File: src/rtl/bk_add_pkg.sv
// Shared types for the wide-add sequencer: chunk width, FSM state encoding
// and the chunk data type exchanged with the 16-bit adder stage.
package bk_add_pkg;

  localparam int CHUNK_W = 16;

  typedef enum logic [1:0] {
    IDLE  = 2'd0,
    ISSUE = 2'd1,
    WAIT  = 2'd2,
    DONE  = 2'd3
  } seq_state_t;

  typedef logic [CHUNK_W-1:0] chunk_t;

endpackage

File: src/rtl/bk_wide_add_seq.sv
// Sequencer that performs a WORDS*16-bit add by feeding an external 16-bit
// adder one chunk at a time (LSB chunk first), chaining each chunk's carry-out
// into the next chunk's carry-in, and presenting the assembled result.
//
// Handshakes: a transfer happens on a rising CLK edge where VALID and READY
// are both high. IN_READY is high only in IDLE. OUT_VALID is high only in
// DONE, and OUT_SUM/OUT_COUT hold steady until the OUT_READY transfer.
module bk_wide_add_seq
  import bk_add_pkg::*;
#(
  parameter int WORDS   = 4,
  parameter int ADD_LAT = 1
) (
  input  logic                     CLK,
  input  logic                     RST,
  input  logic                     IN_VALID,
  output logic                     IN_READY,
  input  logic [WORDS*CHUNK_W-1:0] IN_A,
  input  logic [WORDS*CHUNK_W-1:0] IN_B,
  input  logic                     IN_CIN,
  output chunk_t                   ADD_A,
  output chunk_t                   ADD_B,
  output logic                     ADD_CIN,
  input  chunk_t                   ADD_S,
  input  logic                     ADD_COUT,
  output logic                     OUT_VALID,
  input  logic                     OUT_READY,
  output logic [WORDS*CHUNK_W-1:0] OUT_SUM,
  output logic                     OUT_COUT,
  output logic                     BUSY,
  output seq_state_t               DBG_STATE
);

  localparam int SUM_W = WORDS * CHUNK_W;
  localparam int IDX_W = (WORDS > 1) ? $clog2(WORDS) : 1;
  localparam int CNT_W = $clog2(ADD_LAT + 1);

  localparam logic [IDX_W-1:0] LAST_IDX = IDX_W'(WORDS - 1);
  localparam logic [CNT_W-1:0] CNT_LOAD = CNT_W'(ADD_LAT);
  localparam logic [CNT_W-1:0] CNT_ONE  = CNT_W'(1);

  seq_state_t       state_q;
  seq_state_t       state_d;

  logic [SUM_W-1:0] a_q;
  logic [SUM_W-1:0] b_q;
  logic [SUM_W-1:0] sum_q;
  logic             carry_q;
  logic [IDX_W-1:0] idx_q;
  logic [CNT_W-1:0] cnt_q;
  chunk_t           add_a_q;
  chunk_t           add_b_q;
  logic             add_cin_q;

  logic             last_wait;
  logic             last_chunk;
  logic [IDX_W-1:0] idx_nxt;

  // The adder result is sampled on the final WAIT cycle of each chunk.
  assign last_wait  = (state_q == WAIT) && (cnt_q == CNT_ONE);
  assign last_chunk = (idx_q == LAST_IDX);
  assign idx_nxt    = idx_q + IDX_W'(1);

  // State register.
  always_ff @(posedge CLK) begin
    if (RST) begin
      state_q <= IDLE;
    end else begin
      state_q <= state_d;
    end
  end

  // Next-state decode and handshake/status outputs.
  always_comb begin
    state_d   = state_q;
    IN_READY  = 1'b0;
    OUT_VALID = 1'b0;
    BUSY      = 1'b1;
    case (state_q)
      IDLE: begin
        IN_READY = 1'b1;
        BUSY     = 1'b0;
        if (IN_VALID) begin
          state_d = ISSUE;
        end
      end
      ISSUE: begin
        state_d = WAIT;
      end
      WAIT: begin
        if (last_wait) begin
          state_d = last_chunk ? DONE : ISSUE;
        end
      end
      DONE: begin
        OUT_VALID = 1'b1;
        if (OUT_READY) begin
          state_d = IDLE;
        end
      end
      default: begin
        state_d = IDLE;
      end
    endcase
  end

  // Datapath: operand latch, chunk issue registers, wait counter, result assembly.
  always_ff @(posedge CLK) begin
    if (RST) begin
      a_q       <= '0;
      b_q       <= '0;
      sum_q     <= '0;
      carry_q   <= 1'b0;
      idx_q     <= '0;
      cnt_q     <= '0;
      add_a_q   <= '0;
      add_b_q   <= '0;
      add_cin_q <= 1'b0;
    end else begin
      case (state_q)
        IDLE: begin
          if (IN_VALID) begin
            a_q       <= IN_A;
            b_q       <= IN_B;
            carry_q   <= IN_CIN;
            idx_q     <= '0;
            // Chunk 0 goes out on the very next cycle, so load it directly.
            add_a_q   <= IN_A[CHUNK_W-1:0];
            add_b_q   <= IN_B[CHUNK_W-1:0];
            add_cin_q <= IN_CIN;
          end
        end
        ISSUE: begin
          cnt_q <= CNT_LOAD;
        end
        WAIT: begin
          cnt_q <= cnt_q - CNT_ONE;
          if (cnt_q == CNT_ONE) begin
            sum_q[idx_q*CHUNK_W +: CHUNK_W] <= ADD_S;
            carry_q                         <= ADD_COUT;
            // The adder inputs only move when another chunk follows, so they
            // keep their last values through DONE and IDLE.
            if (!last_chunk) begin
              idx_q     <= idx_nxt;
              add_a_q   <= a_q[idx_nxt*CHUNK_W +: CHUNK_W];
              add_b_q   <= b_q[idx_nxt*CHUNK_W +: CHUNK_W];
              add_cin_q <= ADD_COUT;
            end
          end
        end
        default: begin
        end
      endcase
    end
  end

  assign ADD_A     = add_a_q;
  assign ADD_B     = add_b_q;
  assign ADD_CIN   = add_cin_q;
  assign OUT_SUM   = sum_q;
  assign OUT_COUT  = carry_q;
  assign DBG_STATE = state_q;

endmodule
File: config.mk
export PLATFORM = sky130hd
export DESIGN_NAME = bk_wide_add_seq
export DESIGN_NICKNAME = d
export VERILOG_FILES = /design/src/rtl/bk_add_pkg.sv /design/src/rtl/bk_wide_add_seq.sv
export SDC_FILE = /design/constraint.sdc
export NUM_CORES = 1
export LEC_CHECK = 0
export ABC_CLOCK_PERIOD_IN_PS = 2700
export BUFFER_PORTS_ARGS = -buffer_cell sky130_fd_sc_hd__buf_2
export CORE_MARGIN = 1
export CORE_UTILIZATION = 54
export CTS_BUF_LIST = sky130_fd_sc_hd__clkbuf_4 sky130_fd_sc_hd__clkbuf_8
export CTS_CLUSTER_DIAMETER = 50
export DETAILED_ROUTE_END_ITERATION = 12
export PLACE_DENSITY = 0.82
export SYNTH_ARGS = -nofsm -noshare
export SYNTH_HDL_FRONTEND = slang
export SYNTH_SLANG_ARGS = --single-unit
File: constraint.sdc
create_clock -name CLK -period 2.7 [get_ports CLK]
set_input_delay 0.405 -clock CLK [delete_from_list [all_inputs] [get_ports CLK]]
set_output_delay 0.405 -clock CLK [all_outputs]
set_load 0.005 [all_outputs]
### Yosys cells after proc, flatten, opt, wreduce, memory -nomap -nowiden

Cells that the tools add are included.

* shift-type cells: 4
* mux-type cells: 28
* add/subtract/negate cells: 3
* reduce and logical (&&, ||, !) cells: 9
* equal/unequal tests: 9

Operators by type and width (number)
* variable part select 64 x 7 -> 16 bit: 2
* 2-to-1 mux 16 bit: 6
* bitwise mux 64 bit: 1
* one-hot mux 16 bit (2 select lines): 2
* variable shift 16 x 34 -> 64 bit (first input constant): 1
* variable part select 16 x 34 -> 64 bit: 1
* negation 6 -> 34 bit: 1
* 2-to-1 mux 2 bit: 7
* inequality test 2 bit (second input constant): 5
* one-hot mux 2 bit (4 select lines): 1
* 2-to-1 mux 1 bit: 7
* equality test 2 bit (second input constant): 3
* one-hot mux 1 bit (2 select lines): 3
* AND reduction 3 bit: 2
* one-hot mux 2 bit (2 select lines): 1
* AND reduction 2 bit: 2
* AND reduction 4 bit: 1
* nonzero test 2 bit: 2
* adder 2 x 1 -> 2 bit (second input constant): 1
* equality test 2 x 1 -> 1 bit (second input constant): 1
* zero test 2 bit: 1
* logical AND 1 bit: 1
* subtractor 1 bit (second input constant): 1

* input port bits: 150
* output and inout bits: 103
* bits in registers: 231

### Longest topological paths before layout

* depth after elaboration: 5
* mapped depth: 10

### Worst setup path before layout

Ideal clock, no wire load.

* kind: register to register
* start point: reg idx_q[0]
* end point: reg add_a_q[0], in the netlist ADD_A[0]
* path slack: 0.452 ns
* data required time: 2.568 ns
* arrival: 2.116 ns
* path buffers: 4
* stages on the path, launching flop included: 11
* path through: dfxtp_1 buf_4 buf_6 buf_4 inv_1 ha_1 nand2b_1 clkbuf_1 o22ai_1 nor3_1 nor3_1

* word-level cells in the longest chain between the ends: 5
* elaborated cells on any way between the ends: 8
* those cells by class: 1 x add/sub; 2 x eq/ne; 1 x shift; 3 x mux; 1 x reduce/logical

RTL lines
* start, declared: line bk_wide_add_seq.sv:49 `logic [IDX_W-1:0] idx_q;`
* start signal, assigned: line bk_wide_add_seq.sv:144 `idx_q <= idx_nxt;`
* adder 2 x 1 -> 2 bit: line bk_wide_add_seq.sv:62 `assign idx_nxt = idx_q + IDX_W'(1);`
* variable part select 64 x 7 -> 16 bit: line bk_wide_add_seq.sv:145 `add_a_q <= a_q[idx_nxt*CHUNK_W +: CHUNK_W];`
* 2-to-1 mux 16 bit: line bk_wide_add_seq.sv:143 `if (!last_chunk) begin`
* 2-to-1 mux 16 bit: line bk_wide_add_seq.sv:138 `if (cnt_q == CNT_ONE) begin`
* one-hot mux 16 bit (2 select lines): line bk_wide_add_seq.sv:120 `case (state_q)`
* end signal, assigned: line bk_wide_add_seq.sv:128 `add_a_q <= IN_A[CHUNK_W-1:0];`
* end signal, assigned: line bk_wide_add_seq.sv:145
* end, declared: line bk_wide_add_seq.sv:51 `chunk_t add_a_q;`

Several ways; a longest one is shown, not always the timed one. The select of a mux whose other input is x is not followed.
A chain may end at the register's enable or synchronous reset.

### Final worst setup path

* start point: reg state_q[0], in the netlist DBG_STATE[0]
* end point: reg sum_q[39], in the netlist OUT_SUM[39]

* word-level cells in the longest chain between the ends: 2

RTL lines
* start, declared: line bk_wide_add_seq.sv:42 `seq_state_t state_q;`
* start signal, assigned: line bk_wide_add_seq.sv:69 `state_q <= state_d;`
* equality test 2 bit: line bk_wide_add_seq.sv:120
* AND reduction 2 bit (no line)
* end signal, assigned: line bk_wide_add_seq.sv:112 `sum_q <= '0;`
* end signal, assigned by index: line bk_wide_add_seq.sv:139 `sum_q[idx_q*CHUNK_W +: CHUNK_W] <= ADD_S;`
* end, declared: line bk_wide_add_seq.sv:47 `logic [SUM_W-1:0] sum_q;`

Every way passes these cells.

==> summary.md <==
| Metric | Value |
|---|---|
| Initial Util | `55.4%` |
| Ys async rst share | `0%` |
| Fin Clk Skew | `0.0273 ns` |
| Register bit total from synthesis | `231` |
| Clock root cell | `clkbuf_8` |
| Final Critical Period | `2.37 ns` |
| Max-cap violations | `0` |
| Final Hold Viols | `0` |
| Clock transition at path regs | `0.06 ns` |
| FF/Latch Area | `0.00463 mm^2` |
| Area Growth Syn to Fin | `23.4%` |
| Unique masters post-synth | `36` |
| Clk_lat worst skew | `0.54 ns` |
| Total power per unit cell area | `950 mW/mm^2` |
| DRT Wirelength | `26,400 um` |
| Residual DRC | `0` |
| Via count | `8,686` |
| Proportion of layout cells with a drive suffix above 1 | `26.3%` |
| Hold-fix buffers, CTS | `0` |
| Wire length on met1 | `11,200 um` |
| Initial antenna violation count | `3` |
| Number of cell rows | `47` |
| Die ar. | `0.0176 mm^2` |
| Sequential cell area fraction in the yosys report | `50.2%` |
| Slew Limit Fails | `0` |
| Top post-synthesis cells by area | `dfxtp_1 (50%), nand2_1 (11%), a21oi_1 (7.1%), mux2i_1 (7.1%), nor3_1 (3.7%)` |
| Area of the multi-input gates | `0.00418 mm^2` |
| Status | `finished, final reports clean` |
| VDD IR max | `755 uV` |
| Final Cycle Share | `88.0%` |
| CP delay by family, top | `simple AND/OR/NAND/NOR gates` |
| Mean Syn Cell Area | `8.52 um^2` |
| Met3 wire len | `2250 um` |
| Top cells by count, synth | `nand2_1 (261), dfxtp_1 (231), a21oi_1 (131)` |
| Worst-Margin Slew | `1.06 ns` |
| Post-Syn Nets | `1,241` |
| Fmax | `0.421 GHz` |
| Cell taking the most area after synthesis | `dfxtp_1` |
| Pleak | `4.72 nW` |
| CP Data Required Time | `3.16 ns` |
| Startpoint types | `flop` |
| # IOs | `253` |
| Routability cong. | `0.859` |
| H-tree depth | `2` |
| Post-CTS Setup Repair Bufs | `0` |
| Met2 WL | `12,300 um` |
| Share of the synthesized area in the top cell type | `50.2%` |
| Placeable core area | `0.0166 mm^2` |
| Antenna-violating nets left | `0` |
| Setup CP Type | `flop to flop` |
| Gr usage total | `29.3%` |
| Critical path, cell by cell | `inv_1, ha_2, nand3_4, nor4_4, a22oi_1, nor2_1` |
| Setup TNS Final | `0 ns` |
| Top layer in use | `met5` |
| Chip Width | `133 um` |
| Critical path endpoint category | `flop` |
| Gr ovfl total | `0` |
| Vias in the first global route | `8,323` |
| WHS | `0.0761 ns` |
| Hold Path Class | `input port to flop` |
| CTS Buf Count | `37` |
| Top-count cell post-synth | `nand2_1` |
| CP Buf/Inv Count | `1` |
| Largest net degree at the start of global routing | `102` |
| PostCTS Resize Cnt | `0` |
| Cell count after synthesis | `1,082` |
| Max clock buf depth | `3` |
| Critical path arrival | `2.83 ns` |
| Global-route wire length before repair | `41,700 um` |
| Routed len/inst | `17.0 um` |
| Synth warnings | `0` |
| Setup repair after global routing missed its margin | `false` |
| Synthesized area | `0.00922 mm^2` |
| Finish-stage setup viols | `0` |
| Ys flop type | `dfxtp_1` |
| DR pass1 iterations | `5` |
| Post-synth EDFFs | `0` |
| Worst path max stage delay | `0.82 ns` |
| Slowest-stage cell, CP | `nor4_4` |
| Clk sinks | `231` |
| Final Net Count | `1,469` |
| Die Ht | `133 um` |
| Post-DR vias/cell | `5.58` |
| TritonCTS clock tree | `done` |
| Fill cell count | `1,373` |
| CP max FO | `17` |
| DR iter-0 viols | `627` |
| Slew headroom | `29.6%` |
| HPWL Detailed | `17,700 um` |
| Number of I/O port buffers | `252` |
## power by group
| group | internal (mW) | switching (mW) |
|---|---|---|
| Clock | 1.77 | 1.36 |
| Sequential | 4.00 | 0.355 |
| Combinational | 1.24 | 2.08 |
| Total | 7.01 | 3.79 |
## kinds of logic after synthesis
group,count (synthesis),synth area share [%]
AO/OA/AOI/OAI,235,15.7
adder cells (fa/ha/maj),9,1.22
AND/OR/NAND/NOR,451,21.3
buffers and inverters,91,4.55
multiplexers,65,7.06
flip-flops,231,50.2
## cell usage in the layout, fill, tap and decap left out, drive strengths merged, types with 3 or more instances in the layout
cell type and n:
a21oi 131, a211oi 3, o22ai 32, a22oi 32, ha 9, nor2 71, nand2 261, a22o 32
nor3 69, nand3 6, clkbuf 61, nand2b 3, dfxtp 231, buf 275, inv 6, mux2i 65
nor2b 33
## layout make-up
cell class / instances / area share [%]
flip-flops and latches: 231 / 40.7
inverters: 5 / 0.165
well taps: 220 / 2.42
clock buffers: 61 / 6.67
multi-input cells: 760 / 36.8
clock inverters: 4 / 0.231
repair buffers: 275 / 13.0
diodes: 2 / 0.0440
## layer usage
metal / GRT usage (%) / up-vias
li1: - / 4160
met2: 47.4 / 408
met1: 38.3 / 4059
met3: 6.74 / 57
met5: 0 / -
met4: 10.4 / 2
## through the flow
step	instances	instance area, um^2	setup slack (ns)	util [%]	power, mW
after global placement	1491	10600	0.493	63.6	7.61
after global routing	1558	11400	0.140	68.3	11.4
after floorplan	1082	9220	0.452	-	6.55
after detailed placement	1491	10600	0.411	63.6	7.70
final	1558	11400	0.325	68.3	10.8
after CTS	1556	11400	0.327	68.3	10.8
## state kept, by name, indices dropped and copies added, names as in the netlist
register	flops
b_q	64
cnt_q	1
OUT_COUT	1
a_q	64
ADD_CIN	1
idx_q	2
ADD_A	16
DBG_STATE	2
ADD_B	16
OUT_SUM	64
## worst reg2reg max path, stage by stage, from the launching register on
cell	delay, ns
dfxtp_1	0.34
inv_1	0.12
ha_2	0.43
nand3_4	0.29
nor4_4	0.82
a22oi_1	0.18
nor2_1	0.15
## final timing paths
check	start	cells past startpoint	slack (ns)	to
max	DBG_STATE[0]$_SDFFE_PP0P_	6	0.33	OUT_SUM[39]$_SDFFE_PP0P_
min	RST	2	0.08	b_q[62]$_SDFFE_PP0P_
max reg2reg	DBG_STATE[0]$_SDFFE_PP0P_	6	0.33	OUT_SUM[39]$_SDFFE_PP0P_
min reg2reg	b_q[60]$_SDFFE_PP0P_	2	0.45	b_q[60]$_SDFFE_PP0P_
Note: power is estimated with default switching activity, not from simulation.
